===== config.mk =====
export PLATFORM = sky130hd
export DESIGN_NAME = dmem_lsu_arb_flat
export DESIGN_NICKNAME = d
export VERILOG_FILES = /design/src/rtl/dmem_lsu_arb_if.sv /design/src/rtl/dmem_lsu_arb.sv /design/src/flat_wrapper.sv
export SDC_FILE = /design/constraint.sdc
export NUM_CORES = 1
export LEC_CHECK = 0
export ABC_AREA = 1
export CORE_MARGIN = 4
export CORE_UTILIZATION = 39
export CTS_CLUSTER_DIAMETER = 30
export CTS_CLUSTER_SIZE = 28
export DETAILED_ROUTE_END_ITERATION = 7
export PLACE_DENSITY = 0.74
export SYNTH_ARGS = -nofsm -noshare
export SYNTH_HDL_FRONTEND = slang
export SYNTH_SLANG_ARGS = --single-unit

===== constraint.sdc =====
create_clock -name clk -period 1.8 [get_ports clk]
set_input_delay 0.36 -clock clk [delete_from_list [all_inputs] [get_ports clk]]
set_output_delay 0.36 -clock clk [all_outputs]
set_load 0.1 [all_outputs]

===== src/rtl/dmem_lsu_arb_if.sv =====
// Request/response and data-memory bus between the LSU arbiter and its clients.
// The slave side is the arbiter; the master side drives requests and memory read data.
interface dmem_lsu_arb_if;
  logic [1:0]  req_valid;
  logic [1:0]  req_ready;
  logic [1:0]  req_we;
  logic [2:0]  req_funct3_p0;
  logic [2:0]  req_funct3_p1;
  logic [31:0] req_addr_p0;
  logic [31:0] req_addr_p1;
  logic [31:0] req_wdata_p0;
  logic [31:0] req_wdata_p1;
  logic        rsp_valid;
  logic        rsp_port;
  logic [31:0] rsp_rdata;
  logic        rsp_err;
  logic [31:0] mem_addr;
  logic        mem_write;
  logic [31:0] mem_wdata;
  logic [31:0] mem_rdata;

  modport slave (
    input  req_valid, req_we, req_funct3_p0, req_funct3_p1,
    input  req_addr_p0, req_addr_p1, req_wdata_p0, req_wdata_p1, mem_rdata,
    output req_ready, rsp_valid, rsp_port, rsp_rdata, rsp_err,
    output mem_addr, mem_write, mem_wdata
  );

  modport master (
    output req_valid, req_we, req_funct3_p0, req_funct3_p1,
    output req_addr_p0, req_addr_p1, req_wdata_p0, req_wdata_p1, mem_rdata,
    input  req_ready, rsp_valid, rsp_port, rsp_rdata, rsp_err,
    input  mem_addr, mem_write, mem_wdata
  );
endinterface


===== src/rtl/dmem_lsu_arb.sv =====
// Two-port round-robin load/store controller for a word-wide single-port data memory.
// Sub-word stores are read-modify-write; loads are sign/zero extended.
module dmem_lsu_arb #(
  parameter int DEPTH = 1024
) (
  input  logic           clk,
  input  logic           reset_n,
  dmem_lsu_arb_if.slave  bus
);

  typedef enum logic [1:0] {
    S_IDLE   = 2'd0,
    S_ACCESS = 2'd1,
    S_MERGE  = 2'd2,
    S_RESP   = 2'd3
  } state_t;

  localparam logic [32:0] ADDR_LIMIT = 33'(4 * DEPTH);

  state_t      state_q, state_d;
  logic        live_q, live_d;
  logic        last_grant_q, last_grant_d;
  logic        port_q, port_d;
  logic        we_q, we_d;
  logic [2:0]  funct3_q, funct3_d;
  logic [31:0] addr_q, addr_d;
  logic [31:0] wdata_q, wdata_d;
  logic        rsp_valid_q, rsp_valid_d;
  logic        rsp_port_q, rsp_port_d;
  logic [31:0] rsp_rdata_q, rsp_rdata_d;
  logic        rsp_err_q, rsp_err_d;

  logic        grant;
  logic        handshake;
  logic        acc_err;
  logic        sw_commit;
  logic [7:0]  byte_sel;
  logic [15:0] half_sel;
  logic [31:0] load_data;
  logic [31:0] merged_word;
  logic [3:0]  lane_hit;

  // On a tie the port that did not win last time gets the grant.
  always_comb begin
    if (&bus.req_valid) grant = ~last_grant_q;
    else                grant = bus.req_valid[1];
  end

  // live_q keeps ready low until the first edge after reset release.
  assign handshake     = (state_q == S_IDLE) && live_q && (|bus.req_valid);
  assign bus.req_ready = handshake ? (grant ? 2'b10 : 2'b01) : 2'b00;

  always_comb begin
    acc_err = 1'b0;
    if ({1'b0, addr_q} >= ADDR_LIMIT)                               acc_err = 1'b1;
    if ((funct3_q == 3'd1 || funct3_q == 3'd5) && addr_q[0])        acc_err = 1'b1;
    if (funct3_q == 3'd2 && addr_q[1:0] != 2'b00)                   acc_err = 1'b1;
    if (!we_q && (funct3_q == 3'd3 || funct3_q == 3'd6 || funct3_q == 3'd7)) acc_err = 1'b1;
    if (we_q && funct3_q > 3'd2)                                    acc_err = 1'b1;
  end

  assign byte_sel = bus.mem_rdata[{addr_q[1:0], 3'b000} +: 8];
  assign half_sel = addr_q[1] ? bus.mem_rdata[31:16] : bus.mem_rdata[15:0];

  always_comb begin
    case (funct3_q)
      3'd0:    load_data = {{24{byte_sel[7]}}, byte_sel};
      3'd1:    load_data = {{16{half_sel[15]}}, half_sel};
      3'd4:    load_data = {24'd0, byte_sel};
      3'd5:    load_data = {16'd0, half_sel};
      default: load_data = bus.mem_rdata;
    endcase
  end

  // Byte-lane merge for SB/SH: each lane takes store data or keeps the old memory byte.
  genvar gi;
  generate
    for (gi = 0; gi < 4; gi++) begin : g_lane
      localparam logic [1:0] LANE = 2'(gi);
      logic [7:0] src;
      assign lane_hit[gi] = (funct3_q[1:0] == 2'd0) ? (addr_q[1:0] == LANE)
                                                    : (addr_q[1] == LANE[1]);
      assign src = (funct3_q[1:0] == 2'd0) ? wdata_q[7:0] : wdata_q[8*(gi%2) +: 8];
      assign merged_word[8*gi +: 8] = lane_hit[gi] ? src : bus.mem_rdata[8*gi +: 8];
    end
  endgenerate

  always_comb begin
    state_d      = state_q;
    live_d       = 1'b1;
    last_grant_d = last_grant_q;
    port_d       = port_q;
    we_d         = we_q;
    funct3_d     = funct3_q;
    addr_d       = addr_q;
    wdata_d      = wdata_q;
    rsp_valid_d  = 1'b0;
    rsp_port_d   = rsp_port_q;
    rsp_rdata_d  = rsp_rdata_q;
    rsp_err_d    = rsp_err_q;
    case (state_q)
      S_IDLE: begin
        if (handshake) begin
          last_grant_d = grant;
          port_d       = grant;
          we_d         = bus.req_we[grant];
          funct3_d     = grant ? bus.req_funct3_p1 : bus.req_funct3_p0;
          addr_d       = grant ? bus.req_addr_p1   : bus.req_addr_p0;
          wdata_d      = grant ? bus.req_wdata_p1  : bus.req_wdata_p0;
          state_d      = S_ACCESS;
        end
      end
      S_ACCESS: begin
        rsp_port_d  = port_q;
        rsp_err_d   = acc_err;
        rsp_rdata_d = (we_q || acc_err) ? 32'd0 : load_data;
        if (!acc_err && we_q && funct3_q != 3'd2) begin
          wdata_d = merged_word;
          state_d = S_MERGE;
        end else begin
          rsp_valid_d = 1'b1;
          state_d     = S_RESP;
        end
      end
      S_MERGE: begin
        rsp_valid_d = 1'b1;
        state_d     = S_RESP;
      end
      default: state_d = S_IDLE;
    endcase
  end

  always_ff @(posedge clk or negedge reset_n) begin
    if (!reset_n) begin
      state_q      <= S_IDLE;
      live_q       <= 1'b0;
      last_grant_q <= 1'b1;
      port_q       <= 1'b0;
      we_q         <= 1'b0;
      funct3_q     <= 3'd0;
      addr_q       <= 32'd0;
      wdata_q      <= 32'd0;
      rsp_valid_q  <= 1'b0;
      rsp_port_q   <= 1'b0;
      rsp_rdata_q  <= 32'd0;
      rsp_err_q    <= 1'b0;
    end else begin
      state_q      <= state_d;
      live_q       <= live_d;
      last_grant_q <= last_grant_d;
      port_q       <= port_d;
      we_q         <= we_d;
      funct3_q     <= funct3_d;
      addr_q       <= addr_d;
      wdata_q      <= wdata_d;
      rsp_valid_q  <= rsp_valid_d;
      rsp_port_q   <= rsp_port_d;
      rsp_rdata_q  <= rsp_rdata_d;
      rsp_err_q    <= rsp_err_d;
    end
  end

  // Write strobe decodes from state so an asynchronous reset drops it immediately.
  assign sw_commit     = (state_q == S_ACCESS) && we_q && (funct3_q == 3'd2) && !acc_err;
  assign bus.mem_write = sw_commit || (state_q == S_MERGE);
  assign bus.mem_addr  = {addr_q[31:2], 2'b00};
  assign bus.mem_wdata = wdata_q;
  assign bus.rsp_valid = rsp_valid_q;
  assign bus.rsp_port  = rsp_port_q;
  assign bus.rsp_rdata = rsp_rdata_q;
  assign bus.rsp_err   = rsp_err_q;

endmodule


===== src/flat_wrapper.sv =====
// flat-port wrapper written by rule: the top's interface ports become plain ports
module dmem_lsu_arb_flat 
#(
  parameter int DEPTH = 1024
)
  (clk, reset_n, bus_req_valid, bus_req_we, bus_req_funct3_p0, bus_req_funct3_p1, bus_req_addr_p0, bus_req_addr_p1, bus_req_wdata_p0, bus_req_wdata_p1, bus_mem_rdata, bus_req_ready, bus_rsp_valid, bus_rsp_port, bus_rsp_rdata, bus_rsp_err, bus_mem_addr, bus_mem_write, bus_mem_wdata);
  dmem_lsu_arb_if bus_i ();
  input  logic clk;
  input  logic reset_n;
  input wire logic [$bits(bus_i.req_valid)-1:0] bus_req_valid;
  input wire logic [$bits(bus_i.req_we)-1:0] bus_req_we;
  input wire logic [$bits(bus_i.req_funct3_p0)-1:0] bus_req_funct3_p0;
  input wire logic [$bits(bus_i.req_funct3_p1)-1:0] bus_req_funct3_p1;
  input wire logic [$bits(bus_i.req_addr_p0)-1:0] bus_req_addr_p0;
  input wire logic [$bits(bus_i.req_addr_p1)-1:0] bus_req_addr_p1;
  input wire logic [$bits(bus_i.req_wdata_p0)-1:0] bus_req_wdata_p0;
  input wire logic [$bits(bus_i.req_wdata_p1)-1:0] bus_req_wdata_p1;
  input wire logic [$bits(bus_i.mem_rdata)-1:0] bus_mem_rdata;
  output wire logic [$bits(bus_i.req_ready)-1:0] bus_req_ready;
  output wire logic [$bits(bus_i.rsp_valid)-1:0] bus_rsp_valid;
  output wire logic [$bits(bus_i.rsp_port)-1:0] bus_rsp_port;
  output wire logic [$bits(bus_i.rsp_rdata)-1:0] bus_rsp_rdata;
  output wire logic [$bits(bus_i.rsp_err)-1:0] bus_rsp_err;
  output wire logic [$bits(bus_i.mem_addr)-1:0] bus_mem_addr;
  output wire logic [$bits(bus_i.mem_write)-1:0] bus_mem_write;
  output wire logic [$bits(bus_i.mem_wdata)-1:0] bus_mem_wdata;
  assign bus_i.req_valid = bus_req_valid;
  assign bus_i.req_we = bus_req_we;
  assign bus_i.req_funct3_p0 = bus_req_funct3_p0;
  assign bus_i.req_funct3_p1 = bus_req_funct3_p1;
  assign bus_i.req_addr_p0 = bus_req_addr_p0;
  assign bus_i.req_addr_p1 = bus_req_addr_p1;
  assign bus_i.req_wdata_p0 = bus_req_wdata_p0;
  assign bus_i.req_wdata_p1 = bus_req_wdata_p1;
  assign bus_i.mem_rdata = bus_mem_rdata;
  assign bus_req_ready = bus_i.req_ready;
  assign bus_rsp_valid = bus_i.rsp_valid;
  assign bus_rsp_port = bus_i.rsp_port;
  assign bus_rsp_rdata = bus_i.rsp_rdata;
  assign bus_rsp_err = bus_i.rsp_err;
  assign bus_mem_addr = bus_i.mem_addr;
  assign bus_mem_write = bus_i.mem_write;
  assign bus_mem_wdata = bus_i.mem_wdata;
  dmem_lsu_arb #(.DEPTH(DEPTH)) u_core (.clk(clk), .reset_n(reset_n), .bus(bus_i));
endmodule

Word level (Yosys, flattened, before mapping). Cells that the tools add are included.

$add $sub $neg: 0. $mul: 0. Divide/modulo/power cells: 0. $lt $le $gt $ge: 3. Equality and inequality tests: 16. Shift operators: 1. Multiplexer cells: 33. Bitwise operators: 2. Reductions and logical operators: 29.

Operators by type and width (count): $mux 32 (5); $pmux 32 s4 (1); $pmux 32 s2 (1); $mux 8 (5); $ge 32x13->1 const B (1); $shiftx 32x6->8 (1); $mux 16 (1); $mux 1 (14); $eq 3x3->1 const B (4); $logic_and 1x1->1 (11); $eq 2x2->1 const B (3); $eq 3x2->1 const B (2); $logic_not 2->1 (3); $mux 2 (3); $pmux 2 s3 (1); $logic_or 1x1->1 (5); $eq 2x1->1 const B (2); $ne 2x1->1 const B (2); $reduce_and 2->1 (2); $reduce_and 4->1 (1); $reduce_bool 2->1 (2); $eq 3x1->1 const B (1); $gt 3x2->1 const B (1); $logic_not 3->1 (1); other kinds (9) (11).

Register bits: 108. Bits in latches: 0. RAM bits: 0. Bits in read-only memories: 0. Bits of input ports: 172. Memories kept: 0.

Logic depth before layout (Yosys ltp).
Depth after elaboration: 12. Gate-level depth with buffers: 13. Mapped depth without buffers: 12.

Least setup slack after synthesis. No wires, ideal clock.

Kind: register -> output. Start point: register u_core.state_q[1]. End point: output port bus_mem_write. Data arrival time: 1.968 ns. Data required time: 1.440 ns. Slack: -0.528 ns. Stages on the path, launching flop included: 9. Buffers on the path: 2. Cell sequence: dfrtp_1 -> inv_1 -> ha_1 -> inv_1 -> buf_2 -> clkbuf_1 -> nor2_1 -> nand3_1 -> nand2_1.

Longest elaborated chain between the ends: 5.

RTL lines: start: declaration (RTL line dmem_lsu_arb.sv:20) `state_t state_q, state_d;`; start signal: assignment (RTL line dmem_lsu_arb.sv:148) `state_q <= state_d;`; $eq 2x1->1 (RTL line dmem_lsu_arb.sv:164) `assign sw_commit = (state_q == S_ACCESS) && we_q && (funct3_q == 3'd2) && !acc_err;`; $logic_and 1x1->1 (3 in series) (RTL line dmem_lsu_arb.sv:164); $logic_or 1x1->1 (*) (RTL line dmem_lsu_arb.sv:165) `assign bus.mem_write = sw_commit || (state_q == S_MERGE);`; end: declaration (RTL line flat_wrapper.sv:25) `output wire logic [$bits(bus_i.mem_write)-1:0] bus_mem_write;`.

Mark *: on every way between the ends. The rest lies on a longest branch, timed or not.

Final worst setup path.
Start point: register u_core.addr_q[19]. End point: output port bus_mem_write.

Longest elaborated chain between the ends: 9.

RTL lines: start: declaration (RTL line dmem_lsu_arb.sv:26) `logic [31:0] addr_q, addr_d;`; start signal: assignment (RTL line dmem_lsu_arb.sv:154) `addr_q <= addr_d;`; $ge 32x13->1 (RTL line dmem_lsu_arb.sv:55) `if ({1'b0, addr_q} >= ADDR_LIMIT) acc_err = 1'b1;`; $mux 1 (RTL line dmem_lsu_arb.sv:55); $mux 1 (RTL line dmem_lsu_arb.sv:56) `if ((funct3_q == 3'd1 || funct3_q == 3'd5) && addr_q[0]) acc_err = 1'b1;`; $mux 1 (RTL line dmem_lsu_arb.sv:57) `if (funct3_q == 3'd2 && addr_q[1:0] != 2'b00) acc_err = 1'b1;`; $mux 1 (RTL line dmem_lsu_arb.sv:58) `if (!we_q && (funct3_q == 3'd3 || funct3_q == 3'd6 || funct3_q == 3'd7)) acc_err = 1'b1;`; $mux 1 (RTL line dmem_lsu_arb.sv:59) `if (we_q && funct3_q > 3'd2) acc_err = 1'b1;`; $logic_not 1->1 (RTL line dmem_lsu_arb.sv:164); $logic_and 1x1->1 (RTL line dmem_lsu_arb.sv:164); $logic_or 1x1->1 (RTL line dmem_lsu_arb.sv:165).

No other way between the ends.

==> summary.md <==
| Metric | Value |
|---|---|
| Num CTS Buffers | `9` |
| Die width | `135.2 µm` |
| Maximum vdd drop | `1817 µV` |
| Via density | `5.280` |
| Most frequent cells in the layout | `299 x nand2_1, 170 x clkdlybuf4s50_1, 112 x buf_12` |
| Final period util | `126.8%` |
| RSZ-0062 raised after global routing | `true` |
| Nets | `1383` |
| Post-synthesis register bit count | `108` |
| Share of cells above drive strength 1 | `24.01%` |
| CP endpoint kind | `output pin` |
| Minimum clock period | `2282 ps` |
| Clock root buffer | `clkbuf_16` |
| Pre-CTS setup slack | `-154.4 ps` |
| Critical path required time | `1440 ps` |
| Post-route setup slack | `-481.8 ps` |
| CORE AREA | `15890 µm²` |
| First drt pass iteration count | `6` |
| Final setup viols | `50` |
| Routability-driven placement congestion ratio | `0.9365` |
| Slowest cell on crit path | `dfrtp_1` |
| Vias in the first global route | `7145` |
| Fillers | `1153` |
| R2R Setup Slk | `-130 ps` |
| Number of remaining DRC errors | `0` |
| Initial core utilization | `39.75%` |
| CP max stage delay | `400 ps` |
| Synth area leaders | `dfrtp_1 42%, nand2_1 19%, o21ai_0 7.5%` |
| Die ar. | `18290 µm²` |
| CTS tree | `yes` |
| CP cell instances | `nor2_1 > nand2_1 > nor2_2 > nand3_2 > nor2_4 > nand2_1 > nor2_2 > nand3_2 > nand2_2 > buf_12` |
| Worst min path class | `reg2reg` |
| Leakage power | `5.307 nW` |
| Max Cap Viol | `0` |
| Initial antenna violation count | `1` |
| Top cell type's share of synthesized area | `42.40%` |
| Yosys warns | `0` |
| Critical Path AT | `1920 ps` |
| Crit Path Category | `reg2out` |
| Failing checks | `setup timing` |
| EDFF count, synth | `0` |
| PwrDens | `1948 nW/µm²` |
| Seq/Total Area, Yosys | `42.82%` |
| Ys flop type | `dfrtp_1` |
| Cell count after synthesis | `889` |
| Most common cell after layout, fill and taps aside | `nand2_1` |
| Area of placed instances | `10650 µm²` |
| Drt initial violations | `834` |
| Fmax | `438.2 MHz` |
| Die Y | `135.2 µm` |
| Number of H-tree levels | `3` |
| GRT Total Usage | `27.27%` |
| Port bufs | `271` |
| Critical Path Start Type | `flop` |
| Pin count of the biggest net entering global routing | `50` |
| Tot Pwr | `22.41 mW` |
| Endpoints failing hold | `0` |
| Layout Skew | `9.608 ps` |
| Final Cell Area | `11510 µm²` |
| Clk pin slew, worst setup/hold paths | `70 ps` |
| Critical path fanouts, max | `2` |
| Skew-Pair Late Insertion Delay | `360 ps` |
| Status | `complete, but fails checks` |
| Residual overflow from global routing | `0` |
| Total wire length | `26780 µm` |
| Slew margin rel. | `64.05%` |
| Row count | `46` |
| Routed Antenna Nets | `0` |
| First-pass GRT wire length | `38760 µm` |
| Clock sinks | `108` |
| Post-synth top area cell | `dfrtp_1` |
| DPL Wire Length | `19930 µm` |
| Cell Area, Synth | `6315 µm²` |
| IO Count | `274` |
| Async set-reset flop share out of synthesis | `100.0%` |
| Slew @ Worst Pin | `539.2 ps` |
| # diodes | `0` |
| Library cells used by synthesis | `35` |
| P&R area growth vs syn | `82.21%` |
| Pins Over Slew Limit | `0` |
| Routed length per instance | `18.75 µm` |
| DR vias | `7540` |
| Avg Cell Area, Syn | `7.103 µm²` |
| Longest Clk Path Bufs | `2` |
## worst paths after layout
check	startpoint	endpoint	depth (start not counted)
setup reg to reg	u_core.funct3_q[0]	u_core.bus.rsp_rdata[19]	13
setup / recovery	u_core.addr_q[19]	bus_mem_write	10
min in group asynchronous	reset_n	u_core.bus.rsp_rdata[2]	2
hold reg to reg	u_core.last_grant_q	u_core.last_grant_q	2
hold / removal	u_core.last_grant_q	u_core.last_grant_q	2
max in group asynchronous	reset_n	u_core.addr_q[5]	3
## report_power, final
group | internal [mW] | leakage [nW] | switching (mW)
Combinational | 6.22 | 3.79 | 10.1
Clock | 1.12 | 0.137 | 0.914
Sequential | 3.26 | 1.38 | 0.838
## repair_timing
action,CTS,global route
endpoints found under the setup margin,34,68
gates cloned,1,10
pin swaps,3,16
hold buffers,1,0
hold endpoints to repair,2,0
setup buffers,4,9
resized for setup,18,61
## final cells by class
type,instances,area [µm²],share of cell area [%]
clock inverters,2,37.54,0.3262
multi-input cells,659,3186,27.69
repair buffers,383,4873,42.36
clock buffers,14,254.0,2.207
flip-flops and latches,108,2705,23.51
well taps,216,270.3,2.349
repair inverters,1,7.507,0.06525
inverters,45,172.7,1.501
## cells by family after synthesis
kind of cell             count (synthesis)  synth area share (%)
AO/OA/AOI/OAI                          179                 15.42
AND/OR/NAND/NOR                        465                 29.66
multiplexers                             8                 1.268
adder cells (fa/ha/maj)                  4                0.7926
other                                    2                0.1189
buffers and inverters                  123                 9.926
flip-flops                             108                 42.82
## sequential cells by signal (all words and copies together) (netlist names)
register,flops
u_core.addr_q,32
u_core.bus.mem_wdata,32
u_core.bus.rsp_rdata,32
u_core.funct3_q,3
u_core.state_q,2
u_core.bus.rsp_err,1
u_core.bus.rsp_port,1
u_core.bus.rsp_valid,1
u_core.last_grant_q,1
u_core.live_q,1
u_core.port_q,1
u_core.we_q,1
## Yosys cell counts (2+ instances only)
library cell / n
o21ai_1: 9
mux2i_1: 8
o221ai_1: 6
nand2_2: 4
a21oi_1: 43
nand3_1: 46
a31oi_1: 8
ha_1: 4
dfrtp_1: 107
nand4_1: 8
inv_2: 6
conb_1: 2
buf_2: 11
nor2_1: 84
clkbuf_1: 28
nand2_1: 316
o21ai_0: 95
o211ai_1: 14
buf_6: 3
buf_4: 34
inv_1: 38
nor2_4: 2
## worst max-delay path, delay by kind of cell, from the launching register on
kind                   cells  cell delay (ps)
AND/OR/NAND/NOR            9              980
buffers and inverters      1              180
flip-flops                 1              400
## layer usage
metal  track usage, %  vias to the layer above  share of wire [%]
li1                 -                     3496                  -
met1            34.04                     3537                 38
met2            46.54                      429                 49
met3            6.204                       76                9.8
met4            9.518                        2                3.4
met5                0                        -              0.049
## per-stage QoR
| stage | util, % | setup TNS (ps) | hold slack [ps] | std cells |
|---|---|---|---|---|
| 5_1_grt | 72.43 | -10690 | 511.3 | 1428 |
| 3_5_place_dp | 67.04 | -6155 | 378.5 | 1387 |
| 6_report | 72.43 | -4442 | 486.9 | 1428 |
| 4_1_cts | 69.66 | -564.0 | 487.5 | 1409 |
| 2_1_floorplan | - | -302.4 | 64.41 | 890 |
| 3_3_place_gp | 67.04 | -3105 | 386.6 | 1387 |
Power figures use the tool's default switching activity.
